**src/rtl/mips_ctrl_fsm_if.sv**
```systemverilog
// Control/datapath handshake bundle for the multicycle MIPS main controller.
// The memready signal exists only when CTRL_STALL_EN is defined.
interface mips_ctrl_fsm_if #(
  parameter int STATE_WIDTH = 5,
  parameter int OP_WIDTH    = 6
);
  logic [OP_WIDTH-1:0]    op;
  logic [STATE_WIDTH-1:0] nextstate;
  logic                   zero;
`ifdef CTRL_STALL_EN
  logic                   memready;
`endif
  logic                   memread;
  logic                   memwrite;
  logic                   iord;
  logic                   alusrca;
  logic                   memtoreg;
  logic                   regdst;
  logic                   regwrite;
  logic                   pcen;
  logic [3:0]             irwrite;
  logic [1:0]             alusrcb;
  logic [1:0]             aluop;
  logic [1:0]             pcsource;
  logic [1:0]             bytesel;
  logic                   illegal;

  modport master (
`ifdef CTRL_STALL_EN
    output memready,
`endif
    output op, nextstate, zero,
    input  memread, memwrite, iord, alusrca, memtoreg, regdst, regwrite, pcen,
    input  irwrite, alusrcb, aluop, pcsource, bytesel, illegal
  );

  modport slave (
`ifdef CTRL_STALL_EN
    input  memready,
`endif
    input  op, nextstate, zero,
    output memread, memwrite, iord, alusrca, memtoreg, regdst, regwrite, pcen,
    output irwrite, alusrcb, aluop, pcsource, bytesel, illegal
  );
endinterface

```
**src/rtl/mips_ctrl_fsm.sv**
```systemverilog
// Multicycle main control FSM for the 8-bit-datapath MIPS core.
// Define CTRL_STALL_EN to hold memory/fetch states until memready.
module mips_ctrl_fsm #(
  parameter int STATE_WIDTH = 5,
  parameter int OP_WIDTH    = 6
) (
  input  logic          clk,
  input  logic          reset_n,
  mips_ctrl_fsm_if.slave bus
);
  typedef enum logic [STATE_WIDTH-1:0] {
    FETCH1  = 5'd0,  FETCH2  = 5'd1,  FETCH3 = 5'd2,  FETCH4 = 5'd3,
    DECODE  = 5'd4,  MEMADR  = 5'd5,  LBRD   = 5'd6,  LBWR   = 5'd7,
    SBWR    = 5'd8,  RTYPEEX = 5'd9,  RTYPEWR = 5'd10, BEQEX = 5'd11,
    JEX     = 5'd12, ADDIEX  = 5'd13, ADDIWR = 5'd14, LWRD   = 5'd15,
    LWWR    = 5'd16, SWWR    = 5'd17
  } state_e;

  localparam logic [OP_WIDTH-1:0] OP_LB = 6'b100000;
  localparam logic [OP_WIDTH-1:0] OP_SB = 6'b101000;
  localparam logic [OP_WIDTH-1:0] OP_LW = 6'b100011;
  localparam logic [OP_WIDTH-1:0] OP_SW = 6'b101011;

  state_e     state_r, state_nxt_s;
  logic [1:0] cnt_r, cnt_nxt_s;
  logic       adv_s, illegal_s;
  logic       memread_s, memwrite_s, iord_s, alusrca_s, memtoreg_s;
  logic       regdst_s, regwrite_s, pcen_s;
  logic [3:0] irwrite_s;
  logic [1:0] alusrcb_s, aluop_s, pcsource_s;
  logic       strobe_s;

`ifdef CTRL_STALL_EN
  // Memory-facing states wait for memready; all others always advance.
  always_comb begin
    adv_s = 1'b1;
    case (state_r)
      FETCH1, FETCH2, FETCH3, FETCH4, LBRD, SBWR, LWRD, SWWR: adv_s = bus.memready;
      default: adv_s = 1'b1;
    endcase
  end
`else
  assign adv_s = 1'b1;
`endif

  // State and byte-counter registers.
  always_ff @(posedge clk or negedge reset_n) begin
    if (!reset_n) begin
      state_r <= FETCH1;
      cnt_r   <= 2'd0;
    end else begin
      state_r <= state_nxt_s;
      cnt_r   <= cnt_nxt_s;
    end
  end

  // Next-state, byte counter and illegal-dispatch detection.
  always_comb begin
    state_nxt_s = state_r;
    cnt_nxt_s   = 2'd0;
    illegal_s   = 1'b0;
    case (state_r)
      FETCH1: state_nxt_s = FETCH2;
      FETCH2: state_nxt_s = FETCH3;
      FETCH3: state_nxt_s = FETCH4;
      FETCH4: state_nxt_s = DECODE;
      DECODE: begin
        case (bus.nextstate)
          MEMADR, RTYPEEX, BEQEX, ADDIEX, JEX: state_nxt_s = state_e'(bus.nextstate);
          default: begin
            state_nxt_s = FETCH1;
            illegal_s   = 1'b1;
          end
        endcase
      end
      MEMADR: begin
        case (bus.op)
          OP_LB:   state_nxt_s = LBRD;
          OP_SB:   state_nxt_s = SBWR;
          OP_LW:   state_nxt_s = LWRD;
          OP_SW:   state_nxt_s = SWWR;
          default: state_nxt_s = FETCH1;
        endcase
      end
      LBRD:    state_nxt_s = LBWR;
      RTYPEEX: state_nxt_s = RTYPEWR;
      ADDIEX:  state_nxt_s = ADDIWR;
      LWRD, SWWR: begin
        // Counter wraps to 0 on the fourth byte, which is also the exit cycle.
        cnt_nxt_s = cnt_r + 2'd1;
        if (cnt_r == 2'd3) begin
          state_nxt_s = (state_r == LWRD) ? LWWR : FETCH1;
        end else begin
          state_nxt_s = state_r;
        end
      end
      default: state_nxt_s = FETCH1;
    endcase
    if (!adv_s) begin
      state_nxt_s = state_r;
      cnt_nxt_s   = cnt_r;
    end else begin
      cnt_nxt_s   = cnt_nxt_s;
    end
  end

  // Moore output decode (BEQ pcen follows zero).
  always_comb begin
    memread_s  = 1'b0;
    memwrite_s = 1'b0;
    iord_s     = 1'b0;
    alusrca_s  = 1'b0;
    memtoreg_s = 1'b0;
    regdst_s   = 1'b0;
    regwrite_s = 1'b0;
    pcen_s     = 1'b0;
    irwrite_s  = 4'b0000;
    alusrcb_s  = 2'b00;
    aluop_s    = 2'b00;
    pcsource_s = 2'b00;
    case (state_r)
      FETCH1:  begin memread_s = 1'b1; irwrite_s = 4'b0001; alusrcb_s = 2'b01; pcen_s = 1'b1; end
      FETCH2:  begin memread_s = 1'b1; irwrite_s = 4'b0010; alusrcb_s = 2'b01; pcen_s = 1'b1; end
      FETCH3:  begin memread_s = 1'b1; irwrite_s = 4'b0100; alusrcb_s = 2'b01; pcen_s = 1'b1; end
      FETCH4:  begin memread_s = 1'b1; irwrite_s = 4'b1000; alusrcb_s = 2'b01; pcen_s = 1'b1; end
      DECODE:  alusrcb_s = 2'b11;
      MEMADR, ADDIEX: begin alusrca_s = 1'b1; alusrcb_s = 2'b10; end
      LBRD, LWRD: begin memread_s = 1'b1; iord_s = 1'b1; end
      SBWR, SWWR: begin memwrite_s = 1'b1; iord_s = 1'b1; end
      LBWR, LWWR: begin regwrite_s = 1'b1; memtoreg_s = 1'b1; end
      RTYPEEX: begin alusrca_s = 1'b1; aluop_s = 2'b10; end
      RTYPEWR: begin regdst_s = 1'b1; regwrite_s = 1'b1; end
      BEQEX:   begin alusrca_s = 1'b1; aluop_s = 2'b01; pcsource_s = 2'b01; pcen_s = bus.zero; end
      JEX:     begin pcsource_s = 2'b10; pcen_s = 1'b1; end
      ADDIWR:  regwrite_s = 1'b1;
      default: regwrite_s = 1'b0;
    endcase
  end

  // Reset gates everything; a stall additionally masks the state-changing strobes.
  assign strobe_s     = reset_n & adv_s;
  assign bus.memread  = reset_n & memread_s;
  assign bus.memwrite = strobe_s & memwrite_s;
  assign bus.iord     = reset_n & iord_s;
  assign bus.alusrca  = reset_n & alusrca_s;
  assign bus.memtoreg = reset_n & memtoreg_s;
  assign bus.regdst   = reset_n & regdst_s;
  assign bus.regwrite = reset_n & regwrite_s;
  assign bus.pcen     = strobe_s & pcen_s;
  assign bus.irwrite  = {4{strobe_s}} & irwrite_s;
  assign bus.alusrcb  = {2{reset_n}} & alusrcb_s;
  assign bus.aluop    = {2{reset_n}} & aluop_s;
  assign bus.pcsource = {2{reset_n}} & pcsource_s;
  assign bus.bytesel  = {2{reset_n}} & cnt_r;
  assign bus.illegal  = reset_n & illegal_s;
endmodule
```
**src/flat_wrapper.sv**
```systemverilog
// flat-port wrapper written by rule: the top's interface ports become plain ports
module mips_ctrl_fsm_flat 
#(
  parameter int STATE_WIDTH = 5,
  parameter int OP_WIDTH    = 6
)
  (clk, reset_n, bus_op, bus_nextstate, bus_zero, bus_memread, bus_memwrite, bus_iord, bus_alusrca, bus_memtoreg, bus_regdst, bus_regwrite, bus_pcen, bus_irwrite, bus_alusrcb, bus_aluop, bus_pcsource, bus_bytesel, bus_illegal);
  mips_ctrl_fsm_if #(.STATE_WIDTH(STATE_WIDTH), .OP_WIDTH(OP_WIDTH)) bus_i ();
  input  logic clk;
  input  logic reset_n;
  input wire logic [$bits(bus_i.op)-1:0] bus_op;
  input wire logic [$bits(bus_i.nextstate)-1:0] bus_nextstate;
  input wire logic [$bits(bus_i.zero)-1:0] bus_zero;
  output wire logic [$bits(bus_i.memread)-1:0] bus_memread;
  output wire logic [$bits(bus_i.memwrite)-1:0] bus_memwrite;
  output wire logic [$bits(bus_i.iord)-1:0] bus_iord;
  output wire logic [$bits(bus_i.alusrca)-1:0] bus_alusrca;
  output wire logic [$bits(bus_i.memtoreg)-1:0] bus_memtoreg;
  output wire logic [$bits(bus_i.regdst)-1:0] bus_regdst;
  output wire logic [$bits(bus_i.regwrite)-1:0] bus_regwrite;
  output wire logic [$bits(bus_i.pcen)-1:0] bus_pcen;
  output wire logic [$bits(bus_i.irwrite)-1:0] bus_irwrite;
  output wire logic [$bits(bus_i.alusrcb)-1:0] bus_alusrcb;
  output wire logic [$bits(bus_i.aluop)-1:0] bus_aluop;
  output wire logic [$bits(bus_i.pcsource)-1:0] bus_pcsource;
  output wire logic [$bits(bus_i.bytesel)-1:0] bus_bytesel;
  output wire logic [$bits(bus_i.illegal)-1:0] bus_illegal;
  assign bus_i.op = bus_op;
  assign bus_i.nextstate = bus_nextstate;
  assign bus_i.zero = bus_zero;
  assign bus_memread = bus_i.memread;
  assign bus_memwrite = bus_i.memwrite;
  assign bus_iord = bus_i.iord;
  assign bus_alusrca = bus_i.alusrca;
  assign bus_memtoreg = bus_i.memtoreg;
  assign bus_regdst = bus_i.regdst;
  assign bus_regwrite = bus_i.regwrite;
  assign bus_pcen = bus_i.pcen;
  assign bus_irwrite = bus_i.irwrite;
  assign bus_alusrcb = bus_i.alusrcb;
  assign bus_aluop = bus_i.aluop;
  assign bus_pcsource = bus_i.pcsource;
  assign bus_bytesel = bus_i.bytesel;
  assign bus_illegal = bus_i.illegal;
  mips_ctrl_fsm #(.STATE_WIDTH(STATE_WIDTH), .OP_WIDTH(OP_WIDTH)) u_core (.clk(clk), .reset_n(reset_n), .bus(bus_i));
endmodule
```
**config.mk**
```make
export PLATFORM = sky130hd
export DESIGN_NAME = mips_ctrl_fsm_flat
export DESIGN_NICKNAME = d
export VERILOG_FILES = /design/src/rtl/mips_ctrl_fsm_if.sv /design/src/rtl/mips_ctrl_fsm.sv /design/src/flat_wrapper.sv
export SDC_FILE = /design/constraint.sdc
export NUM_CORES = 1
export LEC_CHECK = 0
export ABC_AREA = 1
export ABC_CLOCK_PERIOD_IN_PS = 1500
export CORE_UTILIZATION = 42
export DETAILED_ROUTE_END_ITERATION = 7
export GPL_TIMING_DRIVEN = 0
export PLACE_DENSITY = 0.76
export SYNTH_ARGS = -nofsm -noshare
export SYNTH_HDL_FRONTEND = slang
export SYNTH_SLANG_ARGS = --single-unit
```
**constraint.sdc**
```tcl
create_clock -name clk -period 1.5 [get_ports clk]
set_input_delay 0.225 -clock clk [delete_from_list [all_inputs] [get_ports clk]]
set_output_delay 0.225 -clock clk [all_outputs]
set_load 0.03 [all_outputs]
```
==> metrics.yaml, run 1 <==
synthesis:
  synthTopCellsByArea: "dfrtp_1 (22%), nand2_1 (15%), nor2_1 (13%)"
  synth_top_cell_by_area: "dfrtp_1"
  yosysWarnings: 0
  synthCells: 139
  synth-seq-cells: 7
  avgSynthCellArea_um2: 5.851
  synth_nets: 154
  seq_area_frac_synth_pct: 21.54
  ys_types: 29
  synth_area_um2: 813.3
  synth_top_area_share_pct: 21.54
global_routing:
  grt_overflow_total: 35
  grt_max_degree: 10
  grt.total_usage_pct: 76.06
status:
  error_line: "[ERROR GRT-0232] Routing congestion too high. Check the congestion heatmap in the GUI."
  status: "did not finish"
  lastStage: "global routing"
place:
  gp_congestion: 0.9108
  place_inst: 198
  dpl.hpwl_um: 1902
  port_buffers: 34
  dpl_cell_area_mm2: 0.001249
timing:
  crit_endpoint: "bus_alusrcb[1]"
  worst-ep-kind: "primary output"
die:
  die_h_um: 46.01
  pin_count: 35
  floorplan.rows: 15
  die_w_um: 46.01
  start_util_pct: 46.10
cts:
  clockBufferDepth: 2
  htreeDepth: 1
  clock-sinks: 7
  root_buffer: "clkbuf_4"
  cts_made_buffers: 3
==> Yosys cell counts (all sizes together) <==
cell type,instances
nand3,20
nor2,32
o21ai,3
buf,2
ha,1
nand3b,1
a21oi,3
clkinv,1
a31oi,2
nand4,2
nand2,38
nor3b,1
dfrtp,7
nor3,3
o21bai,1
inv,21
o31ai,1
==> through the flow <==
step                hold WS [ns]  worst slack, ns
floorplan               -0.07059          -0.2174
CTS                       0.4675          -0.2175
global placement          0.4577           -1.066
detailed placement        0.4615           -1.104
==> cell families after synthesis <==
logic type               synth area share (%)
adder cells (fa/ha/maj)                 1.538
AO/OA/AOI/OAI                           7.539
flip-flops                              21.54
AND/OR/NAND/NOR                         57.23
buffers and inverters                   12.15
==> routing by layer <==
| layer | global-route usage [%] | GRT overflow |
|---|---|---|
| met1 | 72.60 | 0 |
| met2 | 98.03 | 21 |
| met3 | 52.38 | 0 |
| met4 | 89.41 | 14 |
| met5 | 0 | 0 |
==> timing repair <==
action	4_1_cts
resized for setup	160
hold endpoints to repair	7
hold buffers	1
buffers inserted	20
endpoints found under the setup margin	21
pin swaps	10
==> run 2, diff against run 1 <==
CORE_AREA = 2 2 63 65   (was unset)
CORE_UTILIZATION = unset   (was 42)
DIE_AREA = 0 0 65 67   (was unset)
PLACE_DENSITY = unset   (was 0.76)
PLACE_DENSITY_LB_ADDON = 0.15   (was unset)
==> run 2 against run 1 <==
  * The flow now finishes, with violations (setup timing)
  * Synthesized area unchanged
  * Synthesized cell count is the same
==> metrics.yaml, run 2 <==
synthesis:
  yosys-top-cells-count: "nand2_1 (33), nor2_1 (28), nand3_1 (18), inv_1 (12), inv_2 (8)"
  synthCells: 139  # unchanged
  seq_area_frac_synth_pct: 21.54  # unchanged
  synth_area_um2: 813.3  # unchanged
  synthTopCellsByArea: "dfrtp_1 (22%), nand2_1 (15%), nor2_1 (13%)"
  synth_nets: 154  # unchanged
  avgSynthCellArea_um2: 5.851  # unchanged
  synth_top_area_share_pct: 21.54  # unchanged
  ys_types: 29  # unchanged
  synth_edf_count: 0  # unchanged
  async_flop_share_pct: 100.0  # unchanged
  synth-seq-cells: 7  # unchanged
  yosysMostFrequentCell: "nand2_1"
  synth_ff_type: "dfrtp_1"
  yosysWarnings: 0  # unchanged
  synth_top_cell_by_area: "dfrtp_1"
place:
  dpl_cell_area_mm2: 0.001277  # +2.3%
  place_inst: 221  # +12%
  gp_congestion: 0.8040  # -12%
  dpl.hpwl_um: 2192  # +15%
  port_buffers: 34  # unchanged
power:
  seqPwrFrac_pct: 16.1
  netSwitchingPower_uw: 922.0
  clkPwrFrac_pct: 13.2
  swShare_pct: 47.15
  internal_power_uw: 1034
  pwr-share-comb_pct: 70.7
  power_density_mw_per_mm2: 1188
  vdd_drop_max_uv: 411.6
  p_total_uw: 1955
  leakagePower_uw: 0.0007915
timing:
  maxSlewViolCount: 0
  fmax_mhz: 587.9
  rsz0062_at_grt: "yes"
  final.min_clock_period_ns: 1.701
  slew-limit-headroom_pct: 78.71
  hold_viol: 0
  tightest_slew_ns: 0.3183
  finalSetupViolations: 19
  finalHoldWorstSlack_ns: 0.4680
  fin_worst_skew_ns: 0.0003017
  final.period_utilization_pct: 113.4
  finalWorstSetupSlack_ns: -0.2009
die:
  pin_count: 35  # unchanged
  start_util_pct: 22.55  # -24 points
  fp.dieArea_mm2: 0.004355
  die_h_um: 67  # +46%
  floorplan.rows: 22  # +7
  die_w_um: 65  # +41%
  coreArea_mm2: 0.003606
cts:
  htreeDepth: 1  # unchanged
  cts_made_buffers: 3  # unchanged
  clock-sinks: 7  # unchanged
  clock_latency_ns: 0.22
  clk_pin_slew_ns: 0.04
  root_buffer: "clkbuf_8"
  clockBufferDepth: 2  # unchanged
  tritoncts: "done"
worst_setup_path:
  cp-start-kind: "flip-flop"
  cp.arrival_ns: 1.48
  critPathKind: "flip-flop to primary output"
  critPathLaunch: "u_core.state_r[3]"
  cp_max_fo: 7
  cp.required_ns: 1.27
  r2r-start: "u_core.state_r[1]"
  reg2reg_depth: 10
  cp-end-kind: "primary output"
detailed_routing:
  ant_nets: 0
  drc: 0
  first_pass_iters: 4
  wl_um: 2987
  route.vias.total: 1109
  via_per_inst: 4.454
  drt_iter0_markers: 38
  wire_per_inst_um: 12.00
status:
  status: "complete, but fails checks"
  violations: "setup timing"
global_routing:
  grt_overflow_total: 0
  grt_pass1_wl_um: 4747
  grt_max_degree: 10
  antenna_found_initial: 0
  grt_pass1_vias: 1094
  grt.total_usage_pct: 14.18
finish:
  fillers: 366
  area_delta_synth_final_pct: 102.5
  layout_common_cells: "buf_4 (30), nand2_1 (26), nor2_1 (18)"
  final_cell_count_no_fill: 249
  diodes: 0
  postLayoutCellArea_mm2: 0.001647
  final_common_cell: "buf_4"
  biggestRegsByFlops: "u_core.state_r: 5 flops, u_core.cnt_r: 2 flops"
  max_flop_register: "u_core.state_r"
  final_nets: 217
  largest_reg_flops: 5
  drive_gt1_share_pct: 53.73
min_path:
  min_from: "u_core.cnt_r[0]"
  hold-path-cell-count: 1
  hold_path_class: "flip-flop to flip-flop"
job:
  maxCapViolations: 0
==> run 2: cell counts after synthesis <==
Identical to the previous run, type by type.
==> run 2: logic make-up (layout without fill, tap and decap cells) <==
family                   Yosys count  in the layout  share of synthesized area (%)
AND/OR/NAND/NOR                   97             97                          57.23
buffers and inverters             24             86                          12.15
AO/OA/AOI/OAI                     10             10                          7.539
flip-flops                         7              7                          21.54
adder cells (fa/ha/maj)            1              1                          1.538
==> run 2: power by group through the flow <==
stage | clock network, uW | registers, uW | logic, uW
finish | 259 | 314 | 1380
global route | 278 | 322 | 1480
CTS | 265 | 294 | 1170
detailed placement | 0 | 297 | 865
global placement | 0 | 296 | 857
floorplan | 0 | 285 | 581
==> run 2: area by class of cell <==
| type | count | area [um2] | share of cell area, % |
|---|---|---|---|
| Timing Repair Buffer | 58 | 518.0 | 31.46 |
| Clock buffer | 4 | 45.04 | 2.736 |
| Tap cell | 48 | 60.06 | 3.647 |
| Buffer | 2 | 26.28 | 1.596 |
| Multi-Input combinational cell | 108 | 724.4 | 44.00 |
| Inverter | 22 | 91.34 | 5.547 |
| Sequential cell | 7 | 181.4 | 11.02 |
==> run 2: critical path, stage by stage (launching register included) <==
cell     delay, ns
dfrtp_2       0.49
nor2_4        0.19
buf_4         0.14
nand2_2       0.06
a31oi_2       0.20
buf_6         0.15
==> run 2: routing by layer <==
layer	global-route usage [%]	wire [um]	vias to the layer above
met5	0	0	-
met4	6.915	38	0
met3	2.027	146	4
met2	26.29	1591	36
met1	15.75	1211	503
li1	-	-	566
==> run 2: worst paths after layout <==
| path | end | slack, ns |
|---|---|---|
| worst max-delay path | bus_alusrcb[1] | -0.20 |
| worst min register to register | u_core.cnt_r[0] | 0.47 |
| worst max register to register | u_core.state_r[1] | -0.05 |
| worst min-delay path | u_core.cnt_r[0] | 0.47 |
| max in group asynchronous | u_core.state_r[1] | 0.70 |
| min in group asynchronous | u_core.cnt_r[0] | 0.54 |
==> run 2: what timing repair did <==
item / 4_1_cts / 5_1_grt
endpoints found under the setup margin: 21 / 22
gates resized for setup: 146 / 30
hold endpoints to repair: 7 / 0
pin swaps: 9 / 4
buffers inserted: 17 / 7
hold buffers: 1 / 0
gates cloned: 0 / 0
==> run 2: stage by stage <==
stage / setup slack [ns] / util [%] / setup TNS [ns]
finish: -0.2009 / 45.66 / -2.048
global route: -0.2739 / 45.66 / -3.450
CTS: -0.1969 / 41.64 / -1.880
detailed placement: -1.119 / 35.43 / -18.68
global placement: -1.099 / 35.43 / -18.36
floorplan: -0.2174 / - / -0.3891
Note: power is estimated with default switching activity, not from simulation.
